**config.mk**
```make
export PLATFORM = sky130hd
export DESIGN_NAME = delay_line_prog
export DESIGN_NICKNAME = d
export VERILOG_FILES = /design/src/rtl/delay_line_prog.sv
export SDC_FILE = /design/constraint.sdc
export NUM_CORES = 1
export LEC_CHECK = 0
export BUFFER_PORTS_ARGS = -buffer_cell sky130_fd_sc_hd__buf_2
export CAP_MARGIN = 20
export CORE_MARGIN = 2
export CORE_UTILIZATION = 40
export CTS_BUF_LIST = sky130_fd_sc_hd__clkbuf_2
export DETAILED_ROUTE_END_ITERATION = 10
export HOLD_SLACK_MARGIN = 0.15
export PLACE_DENSITY_LB_ADDON = 0.12
export REMOVE_ABC_BUFFERS = 1
export SLEW_MARGIN = 20
export SYNTH_ARGS = -nofsm -noshare
export SYNTH_HDL_FRONTEND = slang
export SYNTH_SLANG_ARGS = --single-unit
```
**constraint.sdc**
```tcl
create_clock -name clk -period 5.17 [get_ports clk]
set_input_delay 0.517 -clock clk [delete_from_list [all_inputs] [get_ports clk]]
set_output_delay 0.517 -clock clk [all_outputs]
set_load 0.02 [all_outputs]
```
**src/rtl/delay_line_prog.sv**
```systemverilog
// Programmable tap delay line with fill tracking and a registered delay select.
// Latency: dataOut = dataIn from selReg enabled edges earlier (0 = combinational passthrough).
// Backpressure: none; en=0 freezes the line, the fill count and the frozen output.
//
// Ports:
//   clk        rising-edge clock for all state
//   rst        synchronous active-high reset (taps and fill count cleared)
//   en         shift enable; the line advances only when high
//   delaySel   requested delay in enabled cycles, clamped to MAX_DELAY
//   dataIn     sample entering the line
//   dataOut    sample at the selected tap (dataIn when the delay is 0)
//   dataValid  high once the line holds selReg genuine samples since the last reset/change
module delay_line_prog #(
  parameter int WIDTH     = 1,
  parameter int MAX_DELAY = 16,
  parameter int SELW      = $clog2(MAX_DELAY + 1)
) (
  input  logic             clk,
  input  logic             rst,
  input  logic             en,
  input  logic [SELW-1:0]  delaySel,
  input  logic [WIDTH-1:0] dataIn,
  output logic [WIDTH-1:0] dataOut,
  output logic             dataValid
);

  localparam logic [SELW-1:0] MAX_SEL = SELW'(MAX_DELAY);

  // Tap k holds the sample entered k enabled edges ago.
  logic [WIDTH-1:0] r_tap [1:MAX_DELAY];
  logic [SELW-1:0]  r_sel;
  logic [SELW-1:0]  r_fill;

  logic [SELW-1:0]  w_sel_clamp;
  logic             w_change;
  logic [WIDTH-1:0] w_tap_sel;

  // Requests beyond the deepest tap behave exactly as the deepest tap.
  assign w_sel_clamp = (delaySel > MAX_SEL) ? MAX_SEL : delaySel;

  // A new request restarts the fill count, even when en is low.
  assign w_change = (w_sel_clamp != r_sel);

  always_ff @(posedge clk) begin
    if (rst) begin
      for (int k = 1; k <= MAX_DELAY; k++) begin
        r_tap[k] <= '0;
      end
      r_fill <= '0;
      r_sel  <= w_sel_clamp;
    end else begin
      r_sel <= w_sel_clamp;

      if (en) begin
        r_tap[1] <= dataIn;
        for (int k = 2; k <= MAX_DELAY; k++) begin
          r_tap[k] <= r_tap[k-1];
        end
      end

      // Change detection wins over the increment; the count saturates at the
      // current delay so it never wraps back to an invalid state.
      if (w_change) begin
        r_fill <= '0;
      end else if (en && (r_fill < r_sel)) begin
        r_fill <= r_fill + 1'b1;
      end
    end
  end

  // Decoded tap select; r_sel is always within 0..MAX_DELAY thanks to the clamp.
  always_comb begin
    w_tap_sel = '0;
    for (int k = 1; k <= MAX_DELAY; k++) begin
      if (r_sel == SELW'(k)) begin
        w_tap_sel = r_tap[k];
      end
    end
  end

  assign dataOut   = (r_sel == '0) ? dataIn : w_tap_sel;
  assign dataValid = (r_fill >= r_sel);

endmodule

```
Yosys cells after proc, flatten, opt, wreduce, memory -nomap -nowiden
Memories as Yosys holds them, arrays and structs flattened.
Cells that the tools add are included.
- logic and storage cells: 82
- latch bits: 0
- RAM bits: 16
- input port bits: 9
- register bits: 10
- memories: 1
- ROM bits: 0
- output and inout port bits: 2
- memory list (name ; words ; bits a word ; rd ports ; clocked after memory_dff ; write ports ; line ; RTL):
    r_tap ; 16 ; 1 ; 16 ; 0 ; 16 ; 30 ; logic [WIDTH-1:0] r_tap [1:MAX_DELAY];
- shift operators: 0
- multiply operators: 0
- div/mod/pow operators: 0
- reduce and logical (&&, ||, !) cells: 3
- bitwise logic cells: 16
- order comparisons: 3
- add/sub/neg operators: 1
- muxes and demuxes: 39
- equality and inequality tests: 17
- operators with widths (operator ; number):
    $eq 5x4->1 const B ; 8
    $mux 1 ; 38
    $eq 5x3->1 const B ; 4
    $or 1x1->1 ; 16
    $eq 5x2->1 const B ; 2
    $add 5x1->5 const B ; 1
    $eq 5x1->1 const B ; 1
    $eq 5x5->1 const B ; 1
    $ge 5x5->1 ; 1
    $gt 5x5->1 const B ; 1
    $logic_not 5->1 ; 1
    $lt 5x5->1 ; 1
    $mux 5 ; 1
    $ne 5x5->1 ; 1
    $reduce_or 2->1 ; 1
    $logic_and 1x1->1 ; 1

Depth between registers and ports, before layout
Gate-level depths: netlist of run 1.
- depth in word-level cells: 18
- gate-level depth with buffers: 7
- mapped depth without buffers: 6

Least setup slack after synthesis of run 1
Ideal clock, no wire load.
- path kind: flip-flop to output port
- start point: register r_sel[0]
- end point: output dataOut
- path slack: 3.060 ns
- buffers on the path: 0
- data arrival time: 1.593 ns
- required time: 4.653 ns
- stages on the path, launching flop included: 5
- path through: dfxtp_1 mux4_2 a32o_1 a311o_1 o31a_1
- word-level cells in the longest chain between the ends: 18
- elaborated cells on any way between the ends: 34
- RTL lines (element ; line ; RTL):
    start, declared ; 31 ; logic [SELW-1:0] r_sel;
    start signal, assigned ; 50 ; r_sel <= w_sel_clamp;
    start signal, assigned ; 52 ; r_sel <= w_sel_clamp;
    $eq 5x1->1 ; 75 ; if (r_sel == SELW'(k)) begin
    $mux 1 (16 in series) ; 75 ;
    $mux 1 * ; 81 ; assign dataOut = (r_sel == '0) ? dataIn : w_tap_sel;
    end, declared ; 23 ; output logic [WIDTH-1:0] dataOut,
Mark *: on every way between the ends. The rest lies on a longest branch, timed or not.

Worst setup path after layout of run 1
Ends and elaborated chain as after synthesis.

==> results of run 1 <==
-- Yosys cell counts (2+ instances only) --
library cell | instances | area, sq um
and2_1 | 16 | 100.1
edfxtp_1 | 16 | 480.5
dfxtp_1 | 10 | 200.2
inv_1 | 9 | 33.78
a21oi_1 | 8 | 40.04
ha_1 | 6 | 75.07
nor2b_1 | 6 | 37.54
clkbuf_1 | 4 | 15.01
a211oi_1 | 3 | 22.52
nand3_1 | 3 | 15.01
nand4_1 | 3 | 18.77
nor2_1 | 3 | 11.26
nor3_1 | 3 | 15.01
o31ai_1 | 3 | 22.52
a21o_1 | 2 | 15.01
a31oi_1 | 2 | 12.51
buf_2 | 2 | 10.01
mux2_2 | 2 | 22.52
mux2i_1 | 2 | 20.02
nand2b_1 | 2 | 12.51
nand3b_1 | 2 | 15.01
nand4b_1 | 2 | 17.52
nor4_1 | 2 | 12.51
o21ai_0 | 2 | 10.01
o21ba_2 | 2 | 20.02
o31a_1 | 2 | 17.52
o41ai_1 | 2 | 17.52
-- worst max path at each step --
stage               cells past startpoint      end              from
finish                                  5  dataOut  r_sel[0]$_DFF_P_
global route                            5  dataOut  r_sel[0]$_DFF_P_
CTS                                     5  dataOut  r_sel[0]$_DFF_P_
detailed placement                      5  dataOut  r_sel[0]$_DFF_P_
global placement                        5  dataOut  r_sel[0]$_DFF_P_
floorplan                               4  dataOut  r_sel[0]$_DFF_P_
-- worst max-delay path, cell delays in order (launching register included) --
cell     delay [ns]
dfxtp_1        0.74
mux4_2         0.58
a32o_1         0.27
a311o_1        0.27
o31a_1         0.11
buf_2          0.16
-- cell families (layout without fill, tap and decap cells) --
kind of cell / after synthesis / in the layout / synth area share
DFF: 26 / 26 / 0.4682
xor gates and xnor gates: 2 / 2 / 0.01205
adders and majority gates: 6 / 6 / 0.05163
buffers and inverters: 15 / 23 / 0.04044
AOI/OAI and AO/OA: 34 / 34 / 0.1721
and+or+nand+nor: 48 / 48 / 0.2108
muxes: 5 / 5 / 0.04475
-- through the flow --
| stage | worst slack (ns) | total power [mW] |
|---|---|---|
| after global placement | 2.635 | 0.2889 |
| after CTS | 2.130 | 0.4210 |
| final | 2.147 | 0.4174 |
| after detailed placement | 2.598 | 0.2901 |
| after floorplan | 2.851 | 0.2733 |
| after global routing | 1.946 | 0.4391 |
-- flip-flops by register name, indices dropped and copies added (netlist names) --
name and count:
r_sel 5, r_tap 16, r_fill 5
-- where the power goes --
group | internal, mW | total, mW | switching, mW
registers | 0.231 | 0.241 | 0.0103
clock network | 0.0665 | 0.132 | 0.0656
logic | 0.0210 | 0.0442 | 0.0232
total | 0.318 | 0.417 | 0.0991
-- layout make-up --
class	count	share of cell area
clock buffer	3	0.009494
clock inverter	1	0.01899
inverter	9	0.02136
multi-input combinational	95	0.4517
sequential	26	0.4304
tap	46	0.03639
timing repair buffer	10	0.03165
-- per-layer routing --
metal / global-route usage / vias up / share of wire
li1: - / 530 / -
met1: 0.2027 / 504 / 0.49
met2: 0.2383 / 27 / 0.45
met3: 0.02113 / 5 / 0.036
met4: 0.07181 / 0 / 0.021
met5: 0 / - / 0
==> results.md, run 1 <==
- Status: completed
- Final period util: 0.5848
- Design Area, Final: 0.001582 sq mm
- Hold crit path type: in2reg
- Number of synthesized flops with an enable pin: 16
- Leak: 0.6110 nW
- Setup TNS: 0 ns
- Hold wc startpoint: delaySel[4]
- Yosys Warn Count: 0
- N_diodes: 0
- Hold Fails Final Rpt: 0
- Vias: 1066
- Reg-to-Reg End: r_fill[3]$_SDFFE_PP0P_
- Kind of critical path: reg2out
- Layout area overhead: 8.778%
- Placer Congestion: 0.8193
- Row cnt: 21
- Final wirelength: 2794 um
- Worst-Skew Late Latency: 0.38 ns
- RSZ-0062 raised after global routing: false
- Routed Antenna Nets: 0
- Post-Syn Area per Cell: 10.69 sq um
- DRC Markers: 0
- CTS Hold Bufs: 0
- GR Overflow Total: 0
- Utilization after layout: 0.4630
- Core area: 0.003416 sq mm
- Die height: 64.29 um
- Data required time of the critical path: 4.65 ns
- First-pass GRT wire length: 4802 um
- Cells after DPL: 186
- Largest net degree at the start of global routing: 18
- Register clock-pin slew on the reported worst setup and hold paths: 0.25 ns
- Worst-Margin Slew: 0.7376 ns
- Max Cap Violations: 0
- Chip width: 64.29 um
- Power density over the cells: 263.9 mW/mm^2
- Finish-stage setup viols: 0
- Share of flip-flops with an asynchronous set or reset: 0
- Worst-case clock skew: 0.006030 ns
- Cts bufs inserted: 3
- Most frequent cells in the layout: and2_1 (16), edfxtp_1 (16), buf_2 (10), dfxtp_1 (10), inv_1 (9)
- Post_cts resized: 0
- Worst Setup End Kind: primary output
- Full die area: 0.004133 sq mm
- Sinks on Clock Net: 26
- GR Util All Layers: 0.1506
- FILL cells: 338
- Max IR drop VDD: 0.09314 mV
- Maximum clock path buffer count: 2
- Number of global-route vias before repair: 1025
- Post-synth cell types: 44
- Seq/Total Area, Yosys: 0.4682
- Post-CTS Setup Bufs: 0
- CP startpoint kind: flip-flop
- Reg2reg start: r_sel[1]$_DFF_P_
- DRT iter0 DRCs: 39
- CTS tree: built
- Area occupied by multi-input gates: 714.4 sq um
- Worst Reg-to-Reg Cells: 6
- Vias per cell: 5.611
- R2R Setup Slk: 3.14 ns
- Area occupied by registers: 680.7 sq um
- CTS root buf: clkbuf_2
- Starting Density: 0.4256
- Final nets: 160
- Fmax: 0.3308 GHz
- Minimum clock period: 3.023 ns
- H-Tree Depth: 1
- Post-DP Area: 0.001536 sq mm
- Post-DP HPWL: 2064 um
- Arrival time worst endpoint: 2.51 ns
- Yosys reg bits: 26
- Netlist Area Pre-Place: 0.001454 sq mm
- Rel. slew slack: 0.5065
- Initial antenna violation count: 0
- IO Pins: 11
- Layout cells sized above 1: 0.1528
- Hold Path Stages: 1
- Min-Delay Endpoint: r_sel[4]$_DFF_P_
- Finished Layout Cells: 190
- Crit path max fanout: 17
- Hold Slack: 0.3052 ns
- Final max-slew violation count: 0
- Port Buf Inserts: 10
- Syn Inst Count: 136
- Pre-antenna DRT Iters: 4
- Wire per inst: 14.71 um
- Post-synth top flop: edfxtp_1
Note: power is estimated with default switching activity, not from simulation.
==> run 2: changes to the inputs <==
==> constraint.sdc (replaced) <==
create_clock -name clk -period 2.94 [get_ports clk]
set_input_delay 0.294 -clock clk [delete_from_list [all_inputs] [get_ports clk]]
set_output_delay 0.294 -clock clk [all_outputs]
set_load 0.02 [all_outputs]
==> results.md, run 2 (synthesis results as in run 1) <==
- Largest net degree at the start of global routing: 18 (unchanged)
- Core area: 0.003416 sq mm (unchanged)
- IO Pins: 11 (unchanged)
- Maximum clock path buffer count: 2 (unchanged)
- Sinks on Clock Net: 26 (unchanged)
- Hold crit path type: in2reg (unchanged)
- FILL cells: 329 (was 338)
- Biggest regs: r_tap (16), r_fill (5), r_sel (5) (unchanged)
- DRT iter0 DRCs: 50 (was 39)
- Finished Layout Cells: 193 (was 190)
- DRC Markers: 0 (unchanged)
- Row cnt: 21 (unchanged)
- GR Util All Layers: 0.1555 (was 0.1506)
- Final nets: 163 (was 160)
- CTS tree: built (unchanged)
- Worst Setup End Kind: primary output (unchanged)
- CP startpoint kind: flip-flop (unchanged)
- Status: completed (unchanged)
- Finish-stage setup viols: 0 (unchanged)
- Final max-slew violation count: 0 (unchanged)
- Hold Slack: 0.1934 ns (was 0.3052 ns)
- Initial antenna violation count: 0 (unchanged)
- Most frequent cells in the layout: and2_1 (16), edfxtp_1 (16), buf_2 (10) (was and2_1 (16), edfxtp_1 (16), buf_2 (10), dfxtp_1 (10), inv_1 (9))
- Minimum clock period: 2.587 ns
- Worst-case clock skew: 0.003898 ns (was 0.006030 ns)
- CTS root buf: clkbuf_2 (unchanged)
- Routed Antenna Nets: 0 (unchanged)
- Utilization after layout: 0.4722 (was 0.4630)
- GR Overflow Total: 0 (unchanged)
- Die height: 64.29 um (unchanged)
- Int Pwr: 0.5626 mW (was 0.3183 mW)
- Fmax: 0.3865 GHz
- Arrival time worst endpoint: 2.29 ns (was 2.51 ns)
- Data required time of the critical path: 2.65 ns (was 4.65 ns)
- Cells after DPL: 186 (unchanged)
- Post-DP HPWL: 2151 um (was 2064 um)
- Number of global-route vias before repair: 1085 (was 1025)
- Max IR drop VDD: 0.2095 mV (was 0.09314 mV)
- Pre-antenna DRT Iters: 4 (unchanged)
- First-pass GRT wire length: 5023 um (was 4802 um)
- Port Buf Inserts: 10 (unchanged)
- P_sw: 0.1742 mW (was 0.09911 mW)
- Full die area: 0.004133 sq mm (unchanged)
- Worst-Margin Slew: 0.7694 ns (was 0.7376 ns)
- Register clock-pin slew on the reported worst setup and hold paths: 0.25 ns (about the same)
- Final period util: 0.8800
- Cts bufs inserted: 3 (unchanged)
- Layout area overhead: 10.93% (was 8.778%)
- Hold Fails Final Rpt: 0 (unchanged)
- Max FFs per register: 16 (unchanged)
- Wire per inst: 15.15 um (was 14.71 um)
- Starting Density: 0.4256 (unchanged)
- H-Tree Depth: 1 (unchanged)
- Critical-path cell list: mux4_2 -> a32o_1 -> a311o_1 -> o31a_1 -> buf_2 (unchanged)
- Leak: 0.6238 nW (was 0.6110 nW)
- Switching share of power: 0.2364 (was 0.2374)
- Worst-Skew Late Latency: 0.36 ns (was 0.38 ns)
- Rel. slew slack: 0.4852 (was 0.5065)
- Vias per cell: 5.632 (was 5.611)
- Vias: 1087 (was 1066)
- Worst-path cell with the longest stage delay: dfxtp_2 (was dfxtp_1)
- Layout cells sized above 1: 0.1565 (was 0.1528)
- Post-CTS Setup Bufs: 0 (unchanged)
- Crit-path max cell delay: 0.57 ns (was 0.74 ns)
- Sequential share of power: 0.577 (was 0.578)
- N_diodes: 0 (unchanged)
- Power density over the cells: 456.9 mW/mm^2 (was 263.9 mW/mm^2)
- Placer Congestion: 0.8084 (was 0.8193)
- Kind of critical path: reg2out (unchanged)
- Final wirelength: 2923 um (was 2794 um)
- Combinational share of power: 0.111 (was 0.106)
- RSZ-0062 raised after global routing: false (unchanged)
- Max Cap Violations: 0 (unchanged)
- Clock share of power: 0.312 (was 0.317)
- Largest register by flop count: r_tap (unchanged)
- Chip width: 64.29 um (unchanged)
- Setup TNS: 0 ns (unchanged)
- Crit path max fanout: 17 (unchanged)
[run 2: cell count changes in the layout (fill, tap and decap cells not counted)]
cell	delta
dfxtp_1	-1
dfxtp_2	+1
dlygate4sd3_1	+3
[run 2: repair_timing]
action | in CTS | in global routing
endpoints found under the setup margin | 0 | 1
resized for setup | 0 | 1
endpoints found under the hold margin | 3 | 1
hold buffers | 2 | 1
[run 2: power by group through the flow]
stage	sequential [mW]	clock (mW)	combinational, mW
after floorplan	0.424	0	0.0561
after global placement	0.432	0	0.0761
after detailed placement	0.432	0	0.0788
after CTS	0.425	0.235	0.0810
after global routing	0.428	0.252	0.0922
final	0.425	0.230	0.0816
[run 2: final cells by class]
| type | count | area [sq um] | share of cell area |
|---|---|---|---|
| Timing Repair Buffer | 13 | 80.08 | 0.04965 |
| Sequential cell | 26 | 681.9 | 0.4228 |
| Clock inverter | 1 | 30.03 | 0.01862 |
| Clock buffer | 3 | 15.01 | 0.009310 |
| Multi-Input combinational cell | 95 | 714.4 | 0.4430 |
| Tap cell | 46 | 57.56 | 0.03569 |
| Inverter | 9 | 33.78 | 0.02095 |
[run 2: per-layer routing]
| layer | global-route usage | vias to the layer above | routed length, um |
|---|---|---|---|
| li1 | - | 538 | - |
| met1 | 0.2027 | 534 | 1420 |
| met2 | 0.2630 | 11 | 1410 |
| met3 | 0.01761 | 4 | 59 |
| met4 | 0.06117 | 0 | 34 |
| met5 | 0 | - | 0 |
[run 2: final timing paths]
path | start | to | slack (ns) | depth (start not counted)
max | r_sel[0]$_DFF_P_ | dataOut | 0.35 | 5
min | delaySel[2] | r_sel[2]$_DFF_P_ | 0.19 | 2
max reg2reg | r_sel[3]$_DFF_P_ | r_fill[3]$_SDFFE_PP0P_ | 0.90 | 6
min reg2reg | r_fill[4]$_SDFFE_PP0P_ | r_fill[4]$_SDFFE_PP0P_ | 0.52 | 2
[run 2: stage by stage]
step,setup slack [ns],area (sq um),power [mW]
final,0.3528,1613,0.7368
after CTS,0.1404,1602,0.7406
after floorplan,0.8440,1429,0.4806
after global routing,0.2067,1613,0.7727
after global placement,0.6359,1536,0.5079
after detailed placement,0.6006,1536,0.5112
[run 2: critical path: cells and delay by family (launching register included)]
family                 cells  cell delay [ns]
buffers and inverters      1             0.16
DFF                        1             0.57
AOI/OAI and AO/OA          3             0.65
muxes                      1             0.54
==> run 3: changes to the inputs <==
--- a/config.mk
+++ b/config.mk
@@ -9,7 +9,7 @@
 export CAP_MARGIN = 20
 export CORE_MARGIN = 2
 export CORE_UTILIZATION = 40
-export CTS_BUF_LIST = sky130_fd_sc_hd__clkbuf_2
+export CTS_BUF_LIST = sky130_fd_sc_hd__clkbuf_16
 export DETAILED_ROUTE_END_ITERATION = 10
 export HOLD_SLACK_MARGIN = 0.15
 export PLACE_DENSITY_LB_ADDON = 0.12
==> results.md, run 3 (synthesis results as in run 1) <==
- Worst slack after detailed placement: 0.6006 ns (unchanged)
- Max FFs per register: 16 (unchanged)
- Row cnt: 21 (unchanged)
- Post_cts resized: 0 (unchanged)
- Hold Fails Final Rpt: 0 (unchanged)
- Worst Setup End Kind: primary output (unchanged)
- RSZ-0062 raised after global routing: false (unchanged)
- Layout cells sized above 1: 0.1528 (was 0.1565)
- Status: completed (unchanged)
- Area occupied by registers: 680.7 sq um (was 681.9 sq um)
- CP startpoint kind: flip-flop (unchanged)
- Most frequent cells in the layout: and2_1 (16), edfxtp_1 (16), buf_2 (10), dfxtp_1 (10), inv_1 (9) (was and2_1 (16), edfxtp_1 (16), buf_2 (10))
- Power density over the cells: 548.3 mW/mm^2 (was 456.9 mW/mm^2)
- First-pass GRT wire length: 4988 um (was 5023 um)
- Worst-path cell with the longest stage delay: dfxtp_1 (was dfxtp_2)
- Max IR drop VDD: 0.2258 mV (was 0.2095 mV)
- Final period util: 0.8953 (was 0.8800)
- Crit-path max cell delay: 0.69 ns (was 0.57 ns)
- Utilization after layout: 0.4806 (was 0.4722)
- Pre-antenna DRT Iters: 4 (unchanged)
- Finished Layout Cells: 190 (was 193)
- CTS tree: built (unchanged)
- Crit path buf inv count: 1 (unchanged)
- Worst-Margin Slew: 0.7750 ns (was 0.7694 ns)
- Hold crit path type: in2reg (unchanged)
- Biggest regs: r_tap (16), r_fill (5), r_sel (5) (unchanged)
- Final wirelength: 2908 um (was 2923 um)
- CP top delay family: flip-flops (was compound AO/OA/AOI/OAI gates)
- IO Pins: 11 (unchanged)
- Arrival time worst endpoint: 2.34 ns (was 2.29 ns)
- Sinks on Clock Net: 26 (unchanged)
- Finish-stage setup viols: 0 (unchanged)
- GR Util All Layers: 0.1573 (was 0.1555)
- FILL cells: 324 (was 329)
- Kind of critical path: reg2out (unchanged)
- Worst-case clock skew: 0.002889 ns (was 0.003898 ns)
- GR Overflow Total: 0 (unchanged)
- Final nets: 160 (was 163)
- DRC Markers: 0 (unchanged)
- DRT iter0 DRCs: 59 (was 50)
- Die height: 64.29 um (unchanged)
- Minimum clock period: 2.632 ns (was 2.587 ns)
- Full die area: 0.004133 sq mm (unchanged)
- Hold Slack: 0.2419 ns (was 0.1934 ns)
- Layout area overhead: 12.91% (was 10.93%)
- Vias: 1089 (was 1087)
- Rel. slew slack: 0.4814 (was 0.4852)
- Wire per inst: 15.31 um (was 15.15 um)
- Cells after DPL: 186 (unchanged)
- CTS Hold Bufs: 0 (was 2)
- CTS root buf: clkbuf_16 (was clkbuf_2)
- Area occupied by multi-input gates: 714.4 sq um (unchanged)
- Data required time of the critical path: 2.65 ns (about the same)
- Placer Congestion: 0.8084 (unchanged)
- Leak: 0.6356 nW (was 0.6238 nW)
- Int Pwr: 0.7136 mW (was 0.5626 mW)
- Chip width: 64.29 um (unchanged)
- Port Buf Inserts: 10 (unchanged)
- Max Cap Violations: 0 (unchanged)
- Crit path max fanout: 17 (unchanged)
- Largest register by flop count: r_tap (unchanged)
- Post-DP HPWL: 2151 um (unchanged)
- Starting Density: 0.4256 (unchanged)
- Switching share of power: 0.2071 (was 0.2364)
- Register clock-pin slew on the reported worst setup and hold paths: 0.06 ns (was 0.25 ns)
- Cts bufs inserted: 3 (unchanged)
- P_sw: 0.1864 mW (was 0.1742 mW)
- Setup TNS: 0 ns (unchanged)
- Maximum clock path buffer count: 2 (unchanged)
- Post-CTS Setup Bufs: 0 (unchanged)
- Critical-path cell list: mux4_2 -> a32o_1 -> a311o_1 -> o31a_1 -> buf_2 (unchanged)
- Sequential share of power: 0.472 (was 0.577)
- Clock share of power: 0.441 (was 0.312)
- Combinational share of power: 0.087 (was 0.111)
- Number of global-route vias before repair: 1074 (was 1085)
- Fmax: 0.3799 GHz (was 0.3865 GHz)
- Worst-Skew Late Latency: 0.26 ns (was 0.36 ns)
- Routed Antenna Nets: 0 (unchanged)
- N_diodes: 0 (unchanged)
- Largest net degree at the start of global routing: 18 (unchanged)
- Initial antenna violation count: 0 (unchanged)
- Final max-slew violation count: 0 (unchanged)
- Vias per cell: 5.732 (was 5.632)
- Core area: 0.003416 sq mm (unchanged)
- H-Tree Depth: 1 (unchanged)
- Setup ws final: 0.3078 ns (was 0.3528 ns)
-- run 3: cell type report --
type                            instances  share of cell area
Timing Repair Buffer                   10             0.03049
Clock inverter                          1             0.01829
Clock buffer                            3             0.04573
Inverter                                9             0.02058
Sequential cell                        26              0.4146
Multi-Input combinational cell         95              0.4352
Tap cell                               46             0.03506
-- run 3: path summary, 6_finish.rpt --
path | to | start | slack (ns) | cells past startpoint
setup reg to reg | r_fill[3]$_SDFFE_PP0P_ | r_sel[3]$_DFF_P_ | 0.91 | 6
hold reg to reg | r_fill[4]$_SDFFE_PP0P_ | r_fill[4]$_SDFFE_PP0P_ | 0.50 | 2
setup / recovery | dataOut | r_sel[0]$_DFF_P_ | 0.31 | 5
hold / removal | r_sel[4]$_DFF_P_ | delaySel[4] | 0.24 | 1
-- run 3: power groups by stage --
stage	Sequential [mW]	Combinational [mW]	Clock (mW)
floorplan	0.424	0.0561	0
global placement	0.432	0.0761	0
detailed placement	0.432	0.0788	0
CTS	0.424	0.0790	0.407
global route	0.427	0.0889	0.421
finish	0.425	0.0785	0.397
-- run 3: layer usage --
metal / track usage / routed length (um) / vias up
met2: 0.2604 / 1375 / 21
met5: 0 / 0 / -
met3: 0.01761 / 84 / 7
li1: - / - / 535
met4: 0.08511 / 70 / 0
met1: 0.2004 / 1377 / 526
-- run 3: metrics by stage --
| step | power, mW | instance area (sq um) |
|---|---|---|
| after floorplan | 0.4806 | 1429 |
| after global placement | 0.5079 | 1536 |
| after detailed placement | 0.5112 | 1536 |
| after CTS | 0.9098 | 1642 |
| after global routing | 0.9371 | 1642 |
| final | 0.9001 | 1642 |
-- run 3: worst reg2reg max path, cell delays in order, from the launching register on --
cell and delay, ns:
dfxtp_1 0.49, inv_1 0.12, ha_1 0.33, a21o_1 0.24
a21o_1 0.23, o41ai_1 0.39, a21oi_1 0.11
